<file path="config.mk">
export PLATFORM = sky130hd
export DESIGN_NAME = udma_extper_rx_arbiter
export DESIGN_NICKNAME = d
export VERILOG_FILES = /design/src/rtl/udma_rx_arb_pkg.sv /design/src/rtl/udma_rx_arb_rr_pick.sv /design/src/rtl/udma_extper_rx_arbiter.sv
export SDC_FILE = /design/constraint.sdc
export NUM_CORES = 1
export LEC_CHECK = 0
export BUFFER_PORTS_ARGS = -buffer_cell sky130_fd_sc_hd__buf_2
export CAP_MARGIN = 20
export CORE_MARGIN = 10
export CORE_UTILIZATION = 45
export CTS_BUF_LIST = sky130_fd_sc_hd__clkbuf_4
export DETAILED_ROUTE_END_ITERATION = 7
export HOLD_SLACK_MARGIN = 0.12
export PLACE_DENSITY = 0.74
export SYNTH_ARGS = -nofsm -noshare
export SYNTH_HDL_FRONTEND = slang
export SYNTH_HIERARCHICAL = 1
export SYNTH_SLANG_ARGS = --single-unit
</file>
<file path="constraint.sdc">
create_clock -name sys_clk -period 2.9 [get_ports sys_clk]
set_clock_uncertainty 0.05 [all_clocks]
set_input_delay 0.145 -clock sys_clk [delete_from_list [all_inputs] [get_ports sys_clk]]
set_output_delay 0.145 -clock sys_clk [all_outputs]
set_load 0.005 [all_outputs]
</file>
<file path="src/rtl/udma_rx_arb_pkg.sv">
// Shared types and helpers for the external-peripheral RX arbiter.
// The optional stall statistics are enabled with the UDMA_RX_ARB_STATS_EN macro.
package udma_rx_arb_pkg;

  typedef enum logic {
    ARB_IDLE = 1'b0,
    ARB_LOCK = 1'b1
  } arb_state_e;

  localparam int STALL_W = 16;

  // Width of a channel index. It never drops below 1 bit, so a single-channel build still has a legal vector.
  function automatic int ch_id_w(input int nb_ch);
    return (nb_ch > 1) ? $clog2(nb_ch) : 1;
  endfunction

endpackage

</file>
<file path="src/rtl/udma_rx_arb_rr_pick.sv">
// Combinational round-robin picker.
// Returns the first requester found at or after rr_ptr, wrapping past the last channel.
module udma_rx_arb_rr_pick
  import udma_rx_arb_pkg::*;
#(
  parameter int NB_CH = 4,
  parameter int ID_W  = ch_id_w(NB_CH)
) (
  input  logic [NB_CH-1:0] req,
  input  logic [ID_W-1:0]  rr_ptr,
  output logic [ID_W-1:0]  gnt_id,
  output logic             gnt_valid
);

  logic [ID_W:0]   sum;
  logic [ID_W-1:0] idx;

  // NOTE: every signal driven here is given a default value first, so no path through the loop can infer a latch.
  always_comb begin
    gnt_valid = 1'b0;
    gnt_id    = '0;
    sum       = '0;
    idx       = '0;
    for (int i = 0; i < NB_CH; i++) begin
      sum = {1'b0, rr_ptr} + (ID_W+1)'(i);
      if (sum >= (ID_W+1)'(NB_CH)) sum = sum - (ID_W+1)'(NB_CH);
      idx = sum[ID_W-1:0];
      if (!gnt_valid && req[idx]) begin
        gnt_valid = 1'b1;
        gnt_id    = idx;
      end
    end
  end

endmodule

</file>
<file path="src/rtl/udma_extper_rx_arbiter.sv">
// Shares one 32-bit RX path to L2 among NB_CH serializer channels. It uses round-robin arbitration with a grant lock.
// The optional per-channel stall counters are enabled with UDMA_RX_ARB_STATS_EN.
module udma_extper_rx_arbiter
  import udma_rx_arb_pkg::*;
#(
  parameter int NB_CH           = 4,
  parameter int TRANS_SIZE      = 16,
  parameter int BEATS_PER_GRANT = 2
) (
  input  logic                        sys_clk,
  input  logic                        rst_n,
  input  logic [NB_CH-1:0]            cfg_start_i,
  input  logic [NB_CH*TRANS_SIZE-1:0] cfg_len_i,
  input  logic [NB_CH-1:0]            cfg_clr_i,
  input  logic [NB_CH*32-1:0]         ch_rdata_i,
  input  logic [NB_CH-1:0]            ch_valid_i,
  output logic [NB_CH-1:0]            ch_ready_o,
  output logic [31:0]                 data_rx_rdata_o,
  output logic                        data_rx_valid_o,
  input  logic                        data_rx_ready_i,
  output logic [$clog2(NB_CH)-1:0]    data_rx_chan_o,
  output logic [NB_CH-1:0]            ch_busy_o,
  output logic [NB_CH-1:0]            ch_done_o,
  output logic [NB_CH*STALL_W-1:0]    ch_stall_cnt_o
);

  localparam int ID_W   = ch_id_w(NB_CH);
  localparam int LOCK_W = $clog2(BEATS_PER_GRANT + 1);

  arb_state_e          state_q, state_d;
  logic [ID_W-1:0]     sel_q, sel_d, rr_ptr_q, rr_ptr_d, gnt_id;
  logic [LOCK_W-1:0]   lock_cnt_q, lock_cnt_d;
  logic                gnt_valid, beat_acc, sel_busy;
  logic [NB_CH-1:0]    req, cnt_dec, done_d, done_q;
  logic [TRANS_SIZE-1:0] remain_q [NB_CH];
  logic [TRANS_SIZE-1:0] len_a    [NB_CH];
  logic [31:0]           rdata_a  [NB_CH];

  for (genvar k = 0; k < NB_CH; k++) begin : g_ch
    assign len_a[k]     = cfg_len_i[k*TRANS_SIZE +: TRANS_SIZE];
    assign rdata_a[k]   = ch_rdata_i[k*32 +: 32];
    assign ch_busy_o[k] = |remain_q[k];
  end

  assign req       = ch_busy_o & ch_valid_i;
  assign ch_done_o = done_q;

  udma_rx_arb_rr_pick #(.NB_CH(NB_CH), .ID_W(ID_W)) u_pick (
    .req       (req),
    .rr_ptr    (rr_ptr_q),
    .gnt_id    (gnt_id),
    .gnt_valid (gnt_valid)
  );

  always_comb begin
    state_d         = state_q;
    sel_d           = sel_q;
    lock_cnt_d      = lock_cnt_q;
    rr_ptr_d        = rr_ptr_q;
    data_rx_rdata_o = '0;
    data_rx_valid_o = 1'b0;
    data_rx_chan_o  = '0;
    ch_ready_o      = '0;
    beat_acc        = 1'b0;
    sel_busy        = 1'b0;
    case (state_q)
      ARB_IDLE: begin
        if (gnt_valid) begin
          sel_d      = gnt_id;
          lock_cnt_d = '0;
          state_d    = ARB_LOCK;
        end
      end
      ARB_LOCK: begin
        // Gating with busy means a channel whose count is already exhausted can never push an uncounted beat.
        sel_busy          = ch_busy_o[sel_q];
        data_rx_rdata_o   = rdata_a[sel_q];
        data_rx_valid_o   = ch_valid_i[sel_q] & sel_busy;
        ch_ready_o[sel_q] = data_rx_ready_i & sel_busy;
        data_rx_chan_o    = sel_q;
        beat_acc          = data_rx_valid_o & data_rx_ready_i;
        if (beat_acc) lock_cnt_d = lock_cnt_q + 1'b1;
        if (cfg_clr_i[sel_q] || !sel_busy ||
            (beat_acc && ((lock_cnt_q + 1'b1) == LOCK_W'(BEATS_PER_GRANT) ||
                          remain_q[sel_q] == TRANS_SIZE'(1)))) begin
          state_d  = ARB_IDLE;
          rr_ptr_d = (sel_q == ID_W'(NB_CH - 1)) ? '0 : sel_q + 1'b1;
        end
      end
      default: state_d = ARB_IDLE;
    endcase
  end

  always_comb begin
    cnt_dec = '0;
    done_d  = '0;
    for (int k = 0; k < NB_CH; k++) begin
      cnt_dec[k] = beat_acc && (sel_q == ID_W'(k)) && !cfg_clr_i[k];
      done_d[k]  = !cfg_clr_i[k] &&
                   ((cfg_start_i[k] && !ch_busy_o[k] && len_a[k] == '0) ||
                    (cnt_dec[k] && remain_q[k] == TRANS_SIZE'(1)));
    end
  end

  // NOTE: sequential state is updated only with non-blocking assignments, so every flop samples pre-edge values.
  always_ff @(posedge sys_clk or negedge rst_n) begin
    if (!rst_n) begin
      state_q    <= ARB_IDLE;
      sel_q      <= '0;
      lock_cnt_q <= '0;
      rr_ptr_q   <= '0;
    end else begin
      state_q    <= state_d;
      sel_q      <= sel_d;
      lock_cnt_q <= lock_cnt_d;
      rr_ptr_q   <= rr_ptr_d;
    end
  end

  // NOTE: the remain array is control state and is therefore reset. The data path is purely combinational and stores nothing that would need a reset.
  always_ff @(posedge sys_clk or negedge rst_n) begin
    if (!rst_n) begin
      for (int k = 0; k < NB_CH; k++) remain_q[k] <= '0;
      done_q <= '0;
    end else begin
      for (int k = 0; k < NB_CH; k++) begin
        if (cfg_clr_i[k])                         remain_q[k] <= '0;
        else if (cfg_start_i[k] && !ch_busy_o[k]) remain_q[k] <= len_a[k];
        else if (cnt_dec[k])                      remain_q[k] <= remain_q[k] - 1'b1;
      end
      done_q <= done_d;
    end
  end

`ifdef UDMA_RX_ARB_STATS_EN
  logic [STALL_W-1:0] stall_q [NB_CH];
  logic               stall_hit;

  assign stall_hit = (state_q == ARB_LOCK) && data_rx_valid_o && !data_rx_ready_i;

  always_ff @(posedge sys_clk or negedge rst_n) begin
    if (!rst_n) begin
      for (int k = 0; k < NB_CH; k++) stall_q[k] <= '0;
    end else begin
      for (int k = 0; k < NB_CH; k++) begin
        if (cfg_clr_i[k] || cfg_start_i[k])
          stall_q[k] <= '0;
        else if (stall_hit && sel_q == ID_W'(k) && stall_q[k] != '1)
          stall_q[k] <= stall_q[k] + 1'b1;
      end
    end
  end

  for (genvar k = 0; k < NB_CH; k++) begin : g_stall
    assign ch_stall_cnt_o[k*STALL_W +: STALL_W] = stall_q[k];
  end
`else
  assign ch_stall_cnt_o = '0;
`endif

endmodule

</file>
==> reports/metrics.yaml, run 1 <==
postSynthCellCount: 721
drive_gt1_share_pct: 36.7
grt-ovfl-total: 0
clock-sinks: 75
crit_chain: "or4_4 -> nor2_2 -> and4_1 -> a21oi_1 -> mux2_4 -> and3_4 -> and2_4 -> buf_2"
areaGrowthSynthToFinish_pct: 36.3
drt_first_pass_iters: 4
die_x_um: 141
routed_wl_um: 25100
grt_pass1_vias: 7062
peakVddDrop_uv: 358
instances_no_fill: 1256
yosys_most_used_dff: "dfrtp_1"
die_y_um: 141
netlist_top_cells_count: "dfrtp_1, nor2_1, buf_4"
htreeDepth: 3
cts_tree: "built"
nets: 1290
synthTopCellsByArea: "dfrtp_1, mux4_2, buf_4"
r2r_start: "remain_q[51]"
dp_hpwl_um: 18800
grtUsageTotal_pct: 23.6
grt_pass1_wl_um: 38200
postSynthAreaPerCell_um2: 9.15
finalCritPeriodShare_pct: 99.8
grt_max_degree: 76
postSynth.asyncResetShare_pct: 100
antenna_found_initial: 2
critPathKind: "flop to output pin"
synth_edf_count: 0
required_ns: 2.71
clockRootBuffer: "clkbuf_4"
port_buffers: 253
cts_buffers: 9
slew_headroom_pct: 34.6
pin_count: 318
worstHoldPathCells: 6
vias_per_cell: 5.52
yosysSeqAreaShare_pct: 28.4
yosys.area.top_type: "dfrtp_1"
dr_total_vias: 6928
ys_types: 72
crit_fanout: 4
dp_cells: 1146
status: "complete, no violations"
clk_path_buf_depth: 2
finish.utilization_pct: 62.4
final_max_slew_viol_count: 0
synth_top_area_share_pct: 28.4
clk_latency_ns: 0.47
holdPathEnd: "sel_q[1]"
rsz0062_at_grt: "yes"
critPathBufInv: 1
power_leakage_nw: 4.11
ant_nets: 0
hp-start: "ch_valid_i[3]"
power_density_nw_per_um2: 810
crit_family: "simple AND/OR/NAND/NOR gates"
setup_viol: 0
max_freq_mhz: 345
clk_pin_slew_worst_paths_ns: 0.15
critPathMaxStageDelay_ns: 0.56
wl_per_cell_um: 20.0
arrival_ns: 2.70
rrSetupSlack_ns: 0.14
reg2reg_to: "remain_q[50]"
endpoint_kind: "output pin"
start_util_pct: 45.7
gp_congestion: 0.904
finalCriticalPeriod_ns: 2.90
drtIter0Drc: 399
drc: 0
critPathSlowestCell: "or4_4"
maxCapViolations: 0
rr_worst_depth: 10
finalHoldViolCount: 0
die_area_um2: 19900
netlist_area_um2: 6600
tightest_slew_ns: 0.981
tns_ns: 0
row_count: 44
synth-seq-cells: 75
core_um2: 14400
worstSetupStartpointType: "flop"
hp-class: "input pin to flop"
synth_warnings: 6
fill_cells: 1192
-- registers in the layout (all words and copies together) (netlist names) --
register,cells
rr_ptr_q,2
ch_done_o,4
lock_cnt_q,2
remain_q,64
sel_q,2
state_q,1
-- power breakdown --
group / leakage, nW / total [mW] / internal (mW) / switching, mW
Sequential: 1.01 / 1.62 / 1.33 / 0.292
Combinational: 3.04 / 5.06 / 2.36 / 2.70
Clock: 0.0627 / 0.607 / 0.180 / 0.427
-- cell usage in the layout, fill, tap and decap left out, types with 4 or more instances in the layout --
cell and n:
dfrtp_1 73, nor2_1 74, and2_4 6, nand3_1 17, or3_1 8, nor2b_1 6
nand4_1 5, nor4_1 22, buf_4 41, clkbuf_4 9, a21oi_1 24, mux4_2 33
dlygate4sd3_1 76, and2_1 39, inv_1 19, a22o_1 5, o21ai_0 10, xnor2_1 19
or4_4 6, and3_1 9, ha_1 17, buf_2 249, a311oi_1 5, nand4b_1 5
conb_1 64, nand3b_1 6, nor3_2 4, a211oi_1 43, o21bai_1 8, nor3_1 32
xor2_1 23, nand2_1 37
-- stage by stage --
stage                     power, mW  setup WS [ns]  area (um2)  hold WS, ns
after floorplan                4.73          0.293        6840       -0.201
after global placement         6.09          0.142        7870        0.304
after detailed placement       6.16         0.0943        7870        0.316
after CTS                      7.12        0.00223        8910        0.146
after global routing           7.82        -0.0854        8990        0.172
final                          7.29        0.00479        8990        0.167
-- what timing repair did --
item,in CTS,in global routing
setup buffers,12,5
endpoints found under the hold margin,143,0
setup endpoints to repair,5,22
gates resized for setup,19,8
hold buffers,76,0
pin swaps,9,3
-- per-layer routing --
metal | part of all wire, % | track usage (%) | wire, um | vias up
met2 | 51 | 41.4 | 12800 | 329
met3 | 7.6 | 4.77 | 1910 | 61
met5 | 0.052 | 0 | 13 | -
li1 | - | - | - | 3218
met4 | 3.4 | 9.95 | 864 | 2
met1 | 38 | 27.2 | 9550 | 3318
-- area by class of cell --
| cell class | count | area [um2] | area share (%) |
|---|---|---|---|
| repair buffers | 369 | 2350 | 26.1 |
| inverters | 22 | 82.6 | 0.918 |
| flip-flops and latches | 75 | 1880 | 20.9 |
| diodes | 1 | 2.50 | 0.0278 |
| clock buffers | 9 | 67.6 | 0.751 |
| multi-input cells | 589 | 4330 | 48.2 |
| clock inverters | 7 | 51.3 | 0.570 |
| well taps | 184 | 230 | 2.56 |
-- logic make-up (layout without fill, tap and decap cells) --
group / Yosys count / in the layout / synth area share, %
AOI/OAI and AO/OA: 128 / 128 / 14.8
xor gates and xnor gates: 42 / 42 / 5.57
adders and majority gates: 17 / 17 / 3.22
buffers and inverters: 120 / 407 / 10.9
DFF: 75 / 75 / 28.4
muxes: 36 / 36 / 11.8
other: 1 / 65 / 0.0568
and+or+nand+nor: 302 / 302 / 25.2
-- worst reg2reg max path: stages (launching register included) --
cell and delay [ns]:
dfrtp_1 0.43, or4_4 0.56, nor2_2 0.13, buf_4 0.12, and3_1 0.16, buf_4 0.14
nand2_1 0.09, buf_4 0.18, nor2_1 0.14, dlygate4sd3_1 0.60, a211oi_1 0.06
-- worst max-delay path by stage --
| stage | startpoint | end | depth (start not counted) |
|---|---|---|---|
| 6_report | remain_q[51] | ch_ready_o[3] | 8 |
| 5_1_grt | remain_q[41] | ch_ready_o[3] | 8 |
| 4_1_cts | remain_q[41] | ch_ready_o[0] | 8 |
| 3_5_place_dp | remain_q[28] | remain_q[27] | 8 |
| 3_3_place_gp | remain_q[28] | rr_ptr_q[1] | 7 |
| 2_1_floorplan | remain_q[36] | remain_q[27] | 10 |
No activity file was read; power rests on OpenSTA's default activity.
==> inputs of run 2 (changes only) <==
Settings changed: CORE_ASPECT_RATIO set to 0.5.
==> reports/metrics.yaml, run 2 (synthesis results as in run 1) <==
status: "finished with violations"
violations: "negative setup slack"
reg2reg_to: "rr_ptr_q[0]"
hp-class: "input pin to flop"
die_x_um: 191  # +36%
cts_buffers: 9  # unchanged
clock-sinks: 75  # unchanged
nets: 1284  # -0.47%
drt_first_pass_iters: 5  # +1
use_met3_pct: 5.53  # +0.76 points
critPathKind: "flop to flop"
grt_pass1_vias: 7248  # +2.6%
worstHoldPathCells: 4  # -2
p_clk_share_pct: 11.1  # +2.8 points
rrSetupSlack_ns: -0.02  # -0.16 ns
rsz0062_at_grt: "yes"
power_leakage_nw: 4.13  # +0.53%
start_util_pct: 45.7  # about the same
maxCapViolations: 0  # unchanged
r2r_start: "remain_q[30]"
pwr-share-comb_pct: 67.4  # -2.0 points
ant_nets: 0  # unchanged
final_max_slew_viol_count: 0  # unchanged
peakVddDrop_uv: 404  # +13%
clk_latency_ns: 0.46  # about the same
dp_hpwl_um: 18800  # about the same
port_buffers: 253  # unchanged
power_density_nw_per_um2: 832  # +2.7%
worstSetupStartpointType: "flop"
die_area_um2: 20200  # +1.5%
vias_per_cell: 5.48  # -0.63%
clk_path_buf_depth: 2  # unchanged
drtIter0Drc: 628  # +57%
grtUsageTotal_pct: 23.4  # -0.16 points
core_um2: 14400  # about the same
hp-start: "cfg_start_i[1]"
grtUsageMet1_pct: 28.1  # +0.97 points
row_count: 31  # -30%
multiInputGateArea_um2: 4350  # +0.43%
regMostFlops: "remain_q"
dr_total_vias: 6972  # +0.64%
tns_ns: -0.0454  # -0.0454 ns
layout_setup_ws_ns: -0.0155  # -0.0203 ns
gp_congestion: 0.912  # +0.90%
fill_cells: 1203  # +0.92%
finalHoldViolCount: 0  # unchanged
die_y_um: 106  # -25%
grt_max_degree: 76  # unchanged
p_int_mw: 4.09  # +5.7%
drive_gt1_share_pct: 36.8  # +0.11 points
mostFrequentLayoutCells: "buf_2, nor2_1, dfrtp_1"
arrival_ns: 3.21  # +0.51 ns
slew_headroom_pct: 59.6  # +25 points
gr-max-usage-layer: "met2"
max_freq_mhz: 343  # -0.70%
clockRootBuffer: "clkbuf_4"
holdPathEnd: "remain_q[32]"
p_seq_share_pct: 21.5  # -0.7 points
wl_per_cell_um: 19.8  # -0.92%
clk_pin_slew_worst_paths_ns: 0.12  # -0.03 ns
largest_reg_flops: 64  # unchanged
switching_share_pct: 45.8  # -1.1 points
areaGrowthSynthToFinish_pct: 37.4
antenna_found_initial: 7  # +5
grt-ovfl-total: 0  # unchanged
pin_count: 318  # unchanged
setup_viol: 5  # +5
crit_fanout: 4  # unchanged
p_switching_mw: 3.45  # +1.1%
required_ns: 3.20  # +0.49 ns
gr-usage-met2_pct: 40.1  # -1.2 points
grt_pass1_wl_um: 38800  # +1.5%
final_common_cell: "buf_2"
rr_worst_depth: 8  # -2
layout.area.seq_um2: 1880  # unchanged
htreeDepth: 3  # unchanged
drc: 0  # unchanged
finalCritPeriodShare_pct: 101  # +0.70 points
routed_wl_um: 25200  # +0.34%
cts_tree: "built"
finalCriticalPeriod_ns: 2.92  # +0.0203 ns
worst_hold_slack_ns: 0.182  # +0.0147 ns
endpoint_kind: "flop"
tightest_slew_ns: 0.600  # -0.381 ns
run 2: cell types whose count changed in the layout (fill, tap and decap cells not counted), moves of 2 or more:
cell / before / now
buf_4: 41 / 37
bufinv_16: 0 / 3
clkinvlp_4: 2 / 0
diode_2: 1 / 9
dlygate4sd3_1: 76 / 71
inv_6: 2 / 0
run 2: cell type report:
cell class / instances / share of cell area (%)
multi-input cells: 590 / 48.0
repair buffers: 362 / 25.4
flip-flops and latches: 75 / 20.7
well taps: 198 / 2.73
clock inverters: 7 / 1.28
inverters: 22 / 0.911
clock buffers: 9 / 0.745
diodes: 9 / 0.248
run 2: power groups by stage:
stage / registers [mW] / logic (mW) / clock network (mW)
3_5_place_dp: 1.63 / 4.51 / 0
2_1_floorplan: 1.56 / 3.17 / 0
5_1_grt: 1.66 / 5.55 / 0.876
3_3_place_gp: 1.62 / 4.43 / 0
6_report: 1.62 / 5.08 / 0.838
4_1_cts: 1.61 / 4.84 / 0.847
run 2: stage by stage:
stage / util (%) / instances / setup slack, ns / cell area [um2] / power [mW]
finish: 62.8 / 1272 / -0.0155 / 9070 / 7.54
global placement: 54.6 / 1158 / 0.103 / 7880 / 6.05
floorplan: - / 784 / 0.293 / 6840 / 4.73
global route: 62.8 / 1269 / -0.0894 / 9060 / 8.08
detailed placement: 54.6 / 1158 / 0.0155 / 7880 / 6.14
CTS: 61.7 / 1256 / -0.00931 / 8910 / 7.29
run 2: per-layer routing:
metal / vias up / part of all wire, %
met2: 370 / 50
met4: 2 / 2.9
met1: 3323 / 39
li1: 3209 / -
met5: - / 0.052
met3: 68 / 8.3
run 2: worst max-delay path, cell delays in order, from the launching register on:
cell and delay [ns]:
dfrtp_1 0.40, or4_4 0.57, nor4b_4 0.26, and2_4 0.20, buf_4 0.15, nor3_1 0.05
o311ai_0 0.54, and2_1 0.25, mux2_2 0.35
run 2: how the worst max path moves through the flow:
stage	startpoint	endpoint	cells after the start	slack, ns
6_report	remain_q[30]	rr_ptr_q[0]	8	-0.02
4_1_cts	remain_q[16]	remain_q[9]	10	-0.009
5_1_grt	remain_q[19]	rr_ptr_q[0]	9	-0.09
2_1_floorplan	remain_q[36]	remain_q[27]	10	0.29
3_3_place_gp	remain_q[28]	remain_q[27]	8	0.10
3_5_place_dp	remain_q[28]	remain_q[27]	8	0.02
run 2: timing repair:
action | 4_1_cts | 5_1_grt
gates cloned | 0 | 1
setup endpoints to repair | 6 | 38
hold buffers | 71 | 0
resized for setup | 13 | 16
pin swaps | 4 | 6
hold endpoints to repair | 143 | 0
buffers inserted | 11 | 6
==> inputs of run 3 (changes only) <==
Settings changed: CORE_MARGIN 10 to 2.
==> reports/metrics.yaml, run 3 (synthesis results as in run 1) <==
status: "complete, no violations"
dr_total_vias: 6916  # -0.80%
finalHoldViolCount: 0  # unchanged
holdPathEnd: "remain_q[32]"
finish.utilization_pct: 62.5  # -0.34 points
ant_nets: 0  # unchanged
grtUsageTotal_pct: 28.1  # +4.6 points
power_mw: 7.35  # -2.5%
finalCritPeriodShare_pct: 98.6  # -1.9 points
cpMostUsedCell: "and3_4"
setup_viol: 0  # -5
htreeDepth: 3  # unchanged
core_um2: 14400  # -0.27%
crit_fanout: 4  # unchanged
power_leakage_nw: 4.10  # -0.75%
worstHoldPathCells: 4  # unchanged
hp-class: "input pin to flop"
cts_tree: "built"
hp-start: "cfg_start_i[1]"
dp_hpwl_um: 17000  # -9.3%
final_max_slew_viol_count: 0  # unchanged
crit_start: "remain_q[37]"
nets: 1279  # -0.39%
grt_pass1_vias: 6513  # -10%
grt-ovfl-total: 0  # unchanged
worstSetupStartpointType: "flop"
drc: 0  # unchanged
required_ns: 2.71  # -0.49 ns
mostFrequentLayoutCells: "buf_2, nor2_1, dfrtp_1"
fill_cells: 1200  # -0.25%
clk_pin_slew_worst_paths_ns: 0.12  # about the same
clk_path_buf_depth: 2  # unchanged
die_x_um: 175  # -8.4%
row_count: 31  # unchanged
finalCriticalPeriod_ns: 2.86  # -0.0551 ns
clk_latency_ns: 0.44  # -0.02 ns
grt_pass1_wl_um: 34100  # -12%
critPathMaxStageDelay_ns: 0.57  # about the same
final_common_cell: "buf_2"
cts_buffers: 9  # unchanged
dp_cells: 1161  # +0.26%
drt_first_pass_iters: 5  # unchanged
max_freq_mhz: 350  # +1.9%
reg2reg_to: "remain_q[37]"
regMostFlops: "remain_q"
rrSetupSlack_ns: 0.10  # +0.12 ns
pin_count: 318  # unchanged
critPathKind: "flop to output pin"
rsz0062_at_grt: "yes"
slew_headroom_pct: 50.2  # -9.5 points
gp_congestion: 0.919  # +0.78%
die_area_um2: 15700  # -22%
wl_per_cell_um: 17.9  # -9.4%
routed_wl_um: 22700  # -10%
port_buffers: 253  # unchanged
antenna_found_initial: 4  # -3
endpoint_kind: "output pin"
peakVddDrop_uv: 332  # -18%
start_util_pct: 45.9  # +0.12 points
drive_gt1_share_pct: 36.7  # -0.11 points
largest_reg_flops: 64  # unchanged
worst_hold_slack_ns: 0.166  # -0.0160 ns
instances_no_fill: 1264  # -0.63%
grt_max_degree: 39  # -49%
clock-sinks: 75  # unchanged
layout_setup_ws_ns: 0.0396  # +0.0551 ns
rr_worst_depth: 11  # +3
arrival_ns: 2.67  # -0.54 ns
power_density_nw_per_um2: 818  # -1.7%
areaGrowthSynthToFinish_pct: 36.3
post-place-ws_ns: 0.0716  # +0.0561 ns
vias_per_cell: 5.47  # -0.18%
crit_chain: "or4_4 -> nor3_4 -> and3_4 -> a21oi_2 -> mux2_4 -> and3_4 -> and2_4 -> buf_6"
drtIter0Drc: 526  # -16%
clockRootBuffer: "clkbuf_4"
tightest_slew_ns: 0.747  # +0.147 ns
r2r_start: "remain_q[17]"
die_y_um: 89.6  # -15%
maxCapViolations: 0  # unchanged
critPathSlowestCell: "or4_4"
==> run 3: changes by cell type in the layout (fill, tap and decap cells not counted), sizes merged <==
cell and change:
buf -4, clkbuf +2, clkinv -1, diode -3, bufinv -1, and2 -1
==> run 3: power breakdown <==
group          total (mW)  internal (mW)  switching (mW)
Clock               0.740          0.367           0.373
Sequential           1.61           1.33           0.287
Combinational        5.00           2.30            2.70
Total                7.35           4.00            3.36
==> run 3: through the flow <==
step / TNS, ns / cell area (um2)
after floorplan: 0 / 6840
after global placement: 0 / 7890
after detailed placement: 0 / 7890
after CTS: 0 / 8850
after global routing: -0.220 / 8990
final: 0 / 8990
==> run 3: timing repair <==
action	in CTS	in global routing
gates resized for setup	12	19
pin swaps	6	7
hold buffers	71	0
hold endpoints to repair	97	0
setup buffers	6	4
setup endpoints to repair	4	49
==> run 3: layout make-up <==
class | instances | area (um2) | area share [%]
Antenna cell | 6 | 15.0 | 0.167
Multi-Input combinational cell | 589 | 4350 | 48.3
Clock buffer | 11 | 82.6 | 0.918
Inverter | 22 | 82.6 | 0.918
Clock inverter | 5 | 77.6 | 0.863
Tap cell | 198 | 248 | 2.75
Sequential cell | 75 | 1880 | 20.9
Timing Repair Buffer | 358 | 2260 | 25.1
==> run 3: routing by layer <==
layer	GRT usage [%]	up-vias	share of wire, %
met2	45.9	372	47
met1	36.3	3281	41
met4	10.8	2	2.7
met3	7.03	62	8.9
met5	3.87	-	0.36
li1	-	3199	-
==> run 3: worst max-delay path, delay by kind of cell, from the launching register on <==
| family | cells | cell delay (ns) |
|---|---|---|
| compound gates | 1 | 0.06 |
| buf+inv | 1 | 0.11 |
| flops | 1 | 0.41 |
| mux | 1 | 0.29 |
| simple gates | 5 | 1.35 |
==> run 3: worst max-delay path by stage <==
stage | end | cells after the start
finish | ch_ready_o[0] | 8
global placement | remain_q[27] | 8
global route | ch_ready_o[0] | 8
CTS | remain_q[47] | 9
floorplan | remain_q[27] | 10
detailed placement | remain_q[47] | 8
